==> config.mk <==
export PLATFORM = sky130hd
export DESIGN_NAME = button_event_decoder
export DESIGN_NICKNAME = d
export VERILOG_FILES = /design/src/rtl/button_pkg.sv /design/src/rtl/btn_debounce.sv /design/src/rtl/button_event_decoder.sv
export SDC_FILE = /design/constraint.sdc
export NUM_CORES = 1
export LEC_CHECK = 0
export CAP_MARGIN = 5
export CORE_MARGIN = 5
export CORE_UTILIZATION = 45
export DETAILED_ROUTE_END_ITERATION = 8
export GPL_ROUTABILITY_DRIVEN = 0
export GPL_TIMING_DRIVEN = 0
export PLACE_DENSITY_LB_ADDON = 0.08
export RECOVER_POWER = 50
export SLEW_MARGIN = 5
export SYNTH_ARGS = -nofsm -noshare
export SYNTH_HDL_FRONTEND = slang
export SYNTH_SLANG_ARGS = --single-unit
export TNS_END_PERCENT = 1
==> constraint.sdc <==
create_clock -name clk -period 2.35 [get_ports clk]
set_input_delay 0.47 -clock clk [delete_from_list [all_inputs] [get_ports clk]]
set_output_delay 0.47 -clock clk [all_outputs]
set_load 0.02 [all_outputs]
==> src/rtl/button_pkg.sv <==
// Shared encodings for the front-panel button event decoder.
// Event kinds as presented on act_kind, plus the click FSM state type.
package button_pkg;

  localparam logic [1:0] KIND_NONE   = 2'b00;
  localparam logic [1:0] KIND_SINGLE = 2'b01;
  localparam logic [1:0] KIND_DOUBLE = 2'b10;

  typedef enum logic {
    ST_IDLE  = 1'b0,
    ST_ARMED = 1'b1
  } click_state_t;

endpackage

==> src/rtl/btn_debounce.sv <==
// One button: 2-flop synchroniser plus stable-sample debouncer; level/rise follow raw by 2+DEBOUNCE_CYCLES cycles.
// No backpressure: rise is a one-cycle pulse coincident with level going high.
module btn_debounce #(
  parameter int DEBOUNCE_CYCLES = 16
) (
  input  logic clk,
  input  logic clear_n,
  input  logic raw,
  output logic level,
  output logic rise
);

  localparam int CNT_W = (DEBOUNCE_CYCLES > 2) ? $clog2(DEBOUNCE_CYCLES) : 1;

  logic             sync1;
  logic             sync2;
  logic [CNT_W-1:0] cnt;

  always_ff @(posedge clk or negedge clear_n) begin
    if (!clear_n) begin
      sync1 <= 1'b0;
      sync2 <= 1'b0;
      level <= 1'b0;
      rise  <= 1'b0;
      cnt   <= '0;
    end else begin
      sync1 <= raw;
      sync2 <= sync1;
      rise  <= 1'b0;
      // Any sample agreeing with the current level restarts the run.
      if (sync2 != level) begin
        if (cnt == CNT_W'(DEBOUNCE_CYCLES - 1)) begin
          level <= sync2;
          rise  <= sync2;
          cnt   <= '0;
        end else begin
          cnt <= cnt + CNT_W'(1);
        end
      end else begin
        cnt <= '0;
      end
    end
  end

endmodule

==> src/rtl/button_event_decoder.sv <==
// Debounced buttons -> single/double click events; event registered 1 cycle after the deciding press/expiry.
// valid/ack output register: an emit while a held event is not acked is dropped and flagged on overrun.
module button_event_decoder
  import button_pkg::*;
#(
  parameter int                 NUM_BTN         = 5,
  parameter int                 IDX_W           = (NUM_BTN > 1) ? $clog2(NUM_BTN) : 1,
  parameter int                 DEBOUNCE_CYCLES = 16,
  parameter int                 DBL_WINDOW      = 32,
  parameter logic [NUM_BTN-1:0] DBL_MASK        = NUM_BTN'(1)
) (
  input  logic               clk,
  input  logic               clear_n,
  input  logic [NUM_BTN-1:0] btn,
  input  logic               dbl_en,
  input  logic               act_ack,
  output logic               act_valid,
  output logic [IDX_W-1:0]   act_btn,
  output logic [1:0]         act_kind,
  output logic               overrun
);

  localparam int CNT_W = $clog2(DBL_WINDOW + 1);

  logic [NUM_BTN-1:0] db_level;
  logic [NUM_BTN-1:0] db_rise;
  logic [NUM_BTN-1:0] press;
  logic [NUM_BTN-1:0] others;
  logic               win_vld;
  logic [IDX_W-1:0]   win_idx;

  click_state_t       state, state_d;
  logic [IDX_W-1:0]   lat, lat_d;
  logic [CNT_W-1:0]   cnt, cnt_d;
  logic               emit;
  logic [IDX_W-1:0]   emit_btn;
  logic [1:0]         emit_kind;
  logic               drop;
  logic               load;

  for (genvar i = 0; i < NUM_BTN; i++) begin : g_btn
    btn_debounce #(.DEBOUNCE_CYCLES(DEBOUNCE_CYCLES)) u_db (
      .clk     (clk),
      .clear_n (clear_n),
      .raw     (btn[i]),
      .level   (db_level[i]),
      .rise    (db_rise[i])
    );
  end

  assign press = db_rise & db_level;

  // Lowest index wins; every other simultaneous press is reported as dropped.
  always_comb begin
    win_vld = 1'b0;
    win_idx = '0;
    for (int i = NUM_BTN - 1; i >= 0; i--) begin
      if (press[i]) begin
        win_vld = 1'b1;
        win_idx = IDX_W'(i);
      end
    end
    others = press;
    if (win_vld) others[win_idx] = 1'b0;
  end

  always_comb begin
    state_d   = state;
    lat_d     = lat;
    cnt_d     = cnt;
    emit      = 1'b0;
    emit_btn  = lat;
    emit_kind = KIND_SINGLE;
    drop      = 1'b0;
    case (state)
      ST_IDLE: begin
        if (win_vld) begin
          drop = |others;
          if (dbl_en && DBL_MASK[win_idx]) begin
            state_d = ST_ARMED;
            lat_d   = win_idx;
            cnt_d   = CNT_W'(DBL_WINDOW);
          end else begin
            emit     = 1'b1;
            emit_btn = win_idx;
          end
        end
      end
      ST_ARMED: begin
        cnt_d = cnt - CNT_W'(1);
        if (dbl_en && press[lat]) begin
          emit      = 1'b1;
          emit_kind = KIND_DOUBLE;
          drop      = |(press & ~(NUM_BTN'(1) << lat));
          state_d   = ST_IDLE;
        // Window closes on the cycle the counter steps to zero.
        end else if (win_vld || !dbl_en || cnt == CNT_W'(1)) begin
          emit    = 1'b1;
          drop    = win_vld;
          state_d = ST_IDLE;
        end
      end
      default: state_d = ST_IDLE;
    endcase
  end

  assign load = emit && (!act_valid || act_ack);

  always_ff @(posedge clk or negedge clear_n) begin
    if (!clear_n) begin
      state <= ST_IDLE;
      lat   <= '0;
      cnt   <= '0;
    end else begin
      state <= state_d;
      lat   <= lat_d;
      cnt   <= cnt_d;
    end
  end

  always_ff @(posedge clk or negedge clear_n) begin
    if (!clear_n) begin
      act_valid <= 1'b0;
      act_btn   <= '0;
      act_kind  <= KIND_NONE;
      overrun   <= 1'b0;
    end else begin
      overrun <= drop | (emit & ~load);
      if (load) begin
        act_valid <= 1'b1;
        act_btn   <= emit_btn;
        act_kind  <= emit_kind;
      end else if (act_valid && act_ack) begin
        act_valid <= 1'b0;
        act_btn   <= '0;
        act_kind  <= KIND_NONE;
      end
    end
  end

endmodule

==> flow_results.org <==
** Global route
- In the global route stage, met3 resource usage came out at 3.42%.
- GR Util met1 :: 19.6%
- Layer with the highest usage after global routing :: met2
- The number of antenna violations at the first check in global routing came to 0.
- Pin count of the biggest net entering global routing :: 40
- Across every metal layer, demand over resource in global routing totals 14.9%.
- The first global-routing pass estimated 8.61 mm of wire.
- The via count of the first global-routing pass was 1,866.
- Remaining Overflow, GRT :: 0
- Fraction of met2 tracks used by global routing :: 22.6%

** Worst setup path
- Crit-path max FO :: 8
- Arrival time worst endpoint :: 2360 ps
- Slowest stage delay, CP :: 670 ps
- CP startpoint kind :: primary input
- Crit path cell chain :: clkdlybuf4s50_1, a31oi_1, nor2_1, a211o_1, a32oi_1, o21ai_1
- Critical Path RT :: 2560 ps
- Cell with the largest stage delay on the worst path :: sky130_fd_sc_hd__a31oi_1
- The worst setup path is of the primary input to flip-flop kind.
- The worst setup path is captured at a flip-flop.

** Detailed routing
- DRT antenna net count :: 0
- Post-detailed-route via-to-cell ratio :: 5.53
- For this run, design rule violations remaining after detail routing come to 0.
- Via count :: 1,941
- Number of search-and-repair iterations in the first detailed-routing pass :: 4
- After the first detailed-routing iteration, the DRC count stood at 211.
- The final layout contains routed wiring with a total length of 4.93 mm.
- Dividing the detail-routed wire length by the instance count gives 14.1 microns.

** Synth
- Count of flip-flops with a built-in enable after synthesis :: 0
- Number of storage elements in the synthesis netlist :: 57
- The share of synthesized area in the top cell type comes to 53.9%.
- Count of distinct cell types in the synthesized netlist :: 42
- Counting every net in the synthesized netlist gives 260.
- Area of the mapped netlist :: 2650 sq um
- Dominant synthesized flop cell :: sky130_fd_sc_hd__dfrtp_1
- For this run, asynchronously set or reset flops after synthesis account for 100%.
- Yosys printed 0 warnings.
- Top cells by area, synth :: sky130_fd_sc_hd__dfrtp_1 54%, sky130_fd_sc_hd__xnor2_1 3.6%, sky130_fd_sc_hd__ha_1 3.3%
- Cells after Synth :: 244
- The largest total area in the synthesized netlist belongs to sky130_fd_sc_hd__dfrtp_1.
- Fraction of the yosys area taken by sequential cells :: 53.9%
- Dividing the synthesized area by the synthesized cell count gives 10.8 sq um.

** Floorplan
- In this run the core area contains 28 standard-cell rows.
- Core footprint :: 5820 sq um
- Initial standard-cell utilization of the core :: 45.5%
- 16 I/O pins were placed.
- The floorplan step defined a die boundary enclosing 7510 sq um.
- The floorplan step set the die width to 86.7 microns.
- Height of the chip :: 86.7 microns

** Placed design
- Worst slack at placement :: -108 ps
- Detailed placement finished with a half-perimeter wire length of 3.34 mm.
- The count of buffers added on input and output ports is 15.

** STA
- In this run the tightest slew margin relative to its limit is 33.5%.
- Worst-Margin Slew :: 998 ps
- Count of final hold-check violations :: 0
- Max-slew violations :: 0
- In the final timing run, aggregate negative setup slack is 0 ps.
- Min Clock Period, post-route :: 2150 ps
- Setup skew after layout :: 6.84 ps
- Setup repair after global routing left no endpoint under its margin.
- Worst-case setup margin in the final layout :: 198 ps
- On the final layout, the worst hold slack is 282 ps.
- Endpoints failing setup :: 0
- Fmax achieved :: 465 MHz
- Final cycle utilization of the critical path :: 91.6%

** Flow run
- Max-capacitance violation count :: 0

** Final layout
- Measured on the finished design, the core utilization comes to 52.9%.
- The filler cells instantiated in the layout total 542.
- Area growth from synthesis to layout :: 16.3%
- Area of all sequential standard cells :: 1430 sq um
- The number of antenna diodes in the final layout is 0.
- Multi-input combinational cell area :: 1120 sq um
- After the last flow step, the layout net total stands at 287.
- Of the cells placed in the final design, the portion with a size suffix greater than 1 is 9.06%.

** Clock network
- TritonCTS clock tree :: done
- Number of clock sinks seen by CTS :: 57
- CTS resizes :: 0
- Depth of the CTS H-tree :: 3
- Clock tree synthesis selected as its root buffer the cell sky130_fd_sc_hd__clkbuf_8.
- Hold repair after CTS inserted 0 buffers.
- Counting along the longest clock path gives a buffer depth of 2.
- Counting the buffers created by CTS gives 9.
- For the worst-skew pair, the clock arrives at the later sink with an insertion delay of 330 ps.
- After clock tree synthesis, the clock-pin slew on the worst setup and hold paths is 60 ps.
- After clock tree synthesis, the setup repair step added 0 buffers.

** Pwr
- Power density of the placed cells :: 697 nW/um^2
- VDD IR-drop max :: 0.448 mV
- Design Power :: 2.15 mW
- Leakage power total :: 1.31 nW

** Status
- The flow ran to the end, and the final reports show no timing, DRC or antenna violations.

** Hold path
- The path class of the tightest hold or removal check is primary input to async pin.
[through the flow]
step,cell area (sq um),std cells
3_5_place_dp,2910,335
2_1_floorplan,2650,244
6_report,3080,351
3_3_place_gp,2890,334
5_1_grt,3080,351
4_1_cts,3090,351
[critical path: cells and delay by family]
family | cells | cell delay (ps)
compound gates | 4 | 1250
buf+inv | 1 | 520
simple gates | 1 | 120
[layout make-up]
cell class / instances / area share [%]
plain buffers: 9 / 1.75
clock buffers: 13 / 4.84
clock inverters: 3 / 1.30
flip-flops and latches: 57 / 46.3
multi-input cells: 166 / 36.4
well taps: 75 / 3.05
repair buffers: 16 / 4.84
inverters: 12 / 1.46
[cells in the mapped netlist, drive strengths merged, types with 2 or more instances]
cell type and instances:
a21o 2, a21oi 11, a222oi 2, a22oi 3, a311oi 2, a31oi 8
a32oi 5, and2 3, buf 4, clkbuf 5, dfrtp 57, ha 7
inv 12, mux2 5, mux2i 4, nand2 18, nand3 12, nand3b 3
nand4b 4, nor2 13, nor2b 8, nor3 2, nor3b 11, o211ai 2
o21ai 15, o221ai 2, xnor2 11, xor2 2
[worst paths after layout]
check                                          from                   end  slack [ps]  depth (start not counted)
min in group clk                g_btn[3].u_db.sync1   g_btn[3].u_db.sync2         350                          0
worst max register to register                state            act_btn[0]         290                          6
worst min-delay path                        clear_n  g_btn[2].u_db.cnt[3]         280                          1
worst min register to register  g_btn[3].u_db.sync1   g_btn[3].u_db.sync2         350                          0
worst max-delay path                         dbl_en            act_btn[0]         200                          6
max in group asynchronous                   clear_n    g_btn[4].u_db.rise         620                          2
[report_power, final]
part           switching, mW  leakage, nW  internal, mW
Sequential            0.0507        0.732          1.04
Clock                  0.366       0.0974         0.516
Combinational         0.0919        0.479        0.0836
[sequential cells by signal (all words and copies together) (netlist names)]
name and cells:
act_btn 3, act_kind 2, act_valid 1, cnt 6, g_btn.u_db.cnt 20, g_btn.u_db.level 5, g_btn.u_db.rise 5, g_btn.u_db.sync1 5
g_btn.u_db.sync2 5, lat 3, overrun 1, state 1
[layout by cell type (no fill, tap or decap), drive strengths merged, types with 3 or more instances in the layout]
master / n
nor2: 13
inv: 12
dfrtp: 57
nand3: 12
xnor2: 11
nor3b: 11
a21oi: 11
a32oi: 5
dlygate4sd3: 5
and2: 3
clkbuf: 20
a31oi: 8
nand3b: 3
o21ai: 15
buf: 4
nor2b: 8
clkdlybuf4s50: 9
ha: 7
nand4b: 4
a22oi: 3
mux2i: 4
nand2: 18
mux2: 5
[logic make-up (layout without fill, tap and decap cells)]
kind of cell | count (synthesis) | count (layout) | share of synthesized area [%]
fa+ha+maj | 8 | 8 | 3.69
mux | 9 | 9 | 3.64
compound gates | 58 | 58 | 14.6
buf+inv | 21 | 53 | 3.74
flops | 57 | 57 | 53.9
xor+xnor | 13 | 13 | 4.30
simple gates | 78 | 78 | 16.1
[per-layer routing]
layer  part of all wire [%]  wire length (microns)
met5                      0                      0
met4                    2.5                    123
met3                    3.2                    158
met2                     47                   2320
met1                     47                   2330
No activity file was read; power rests on OpenSTA's default activity.
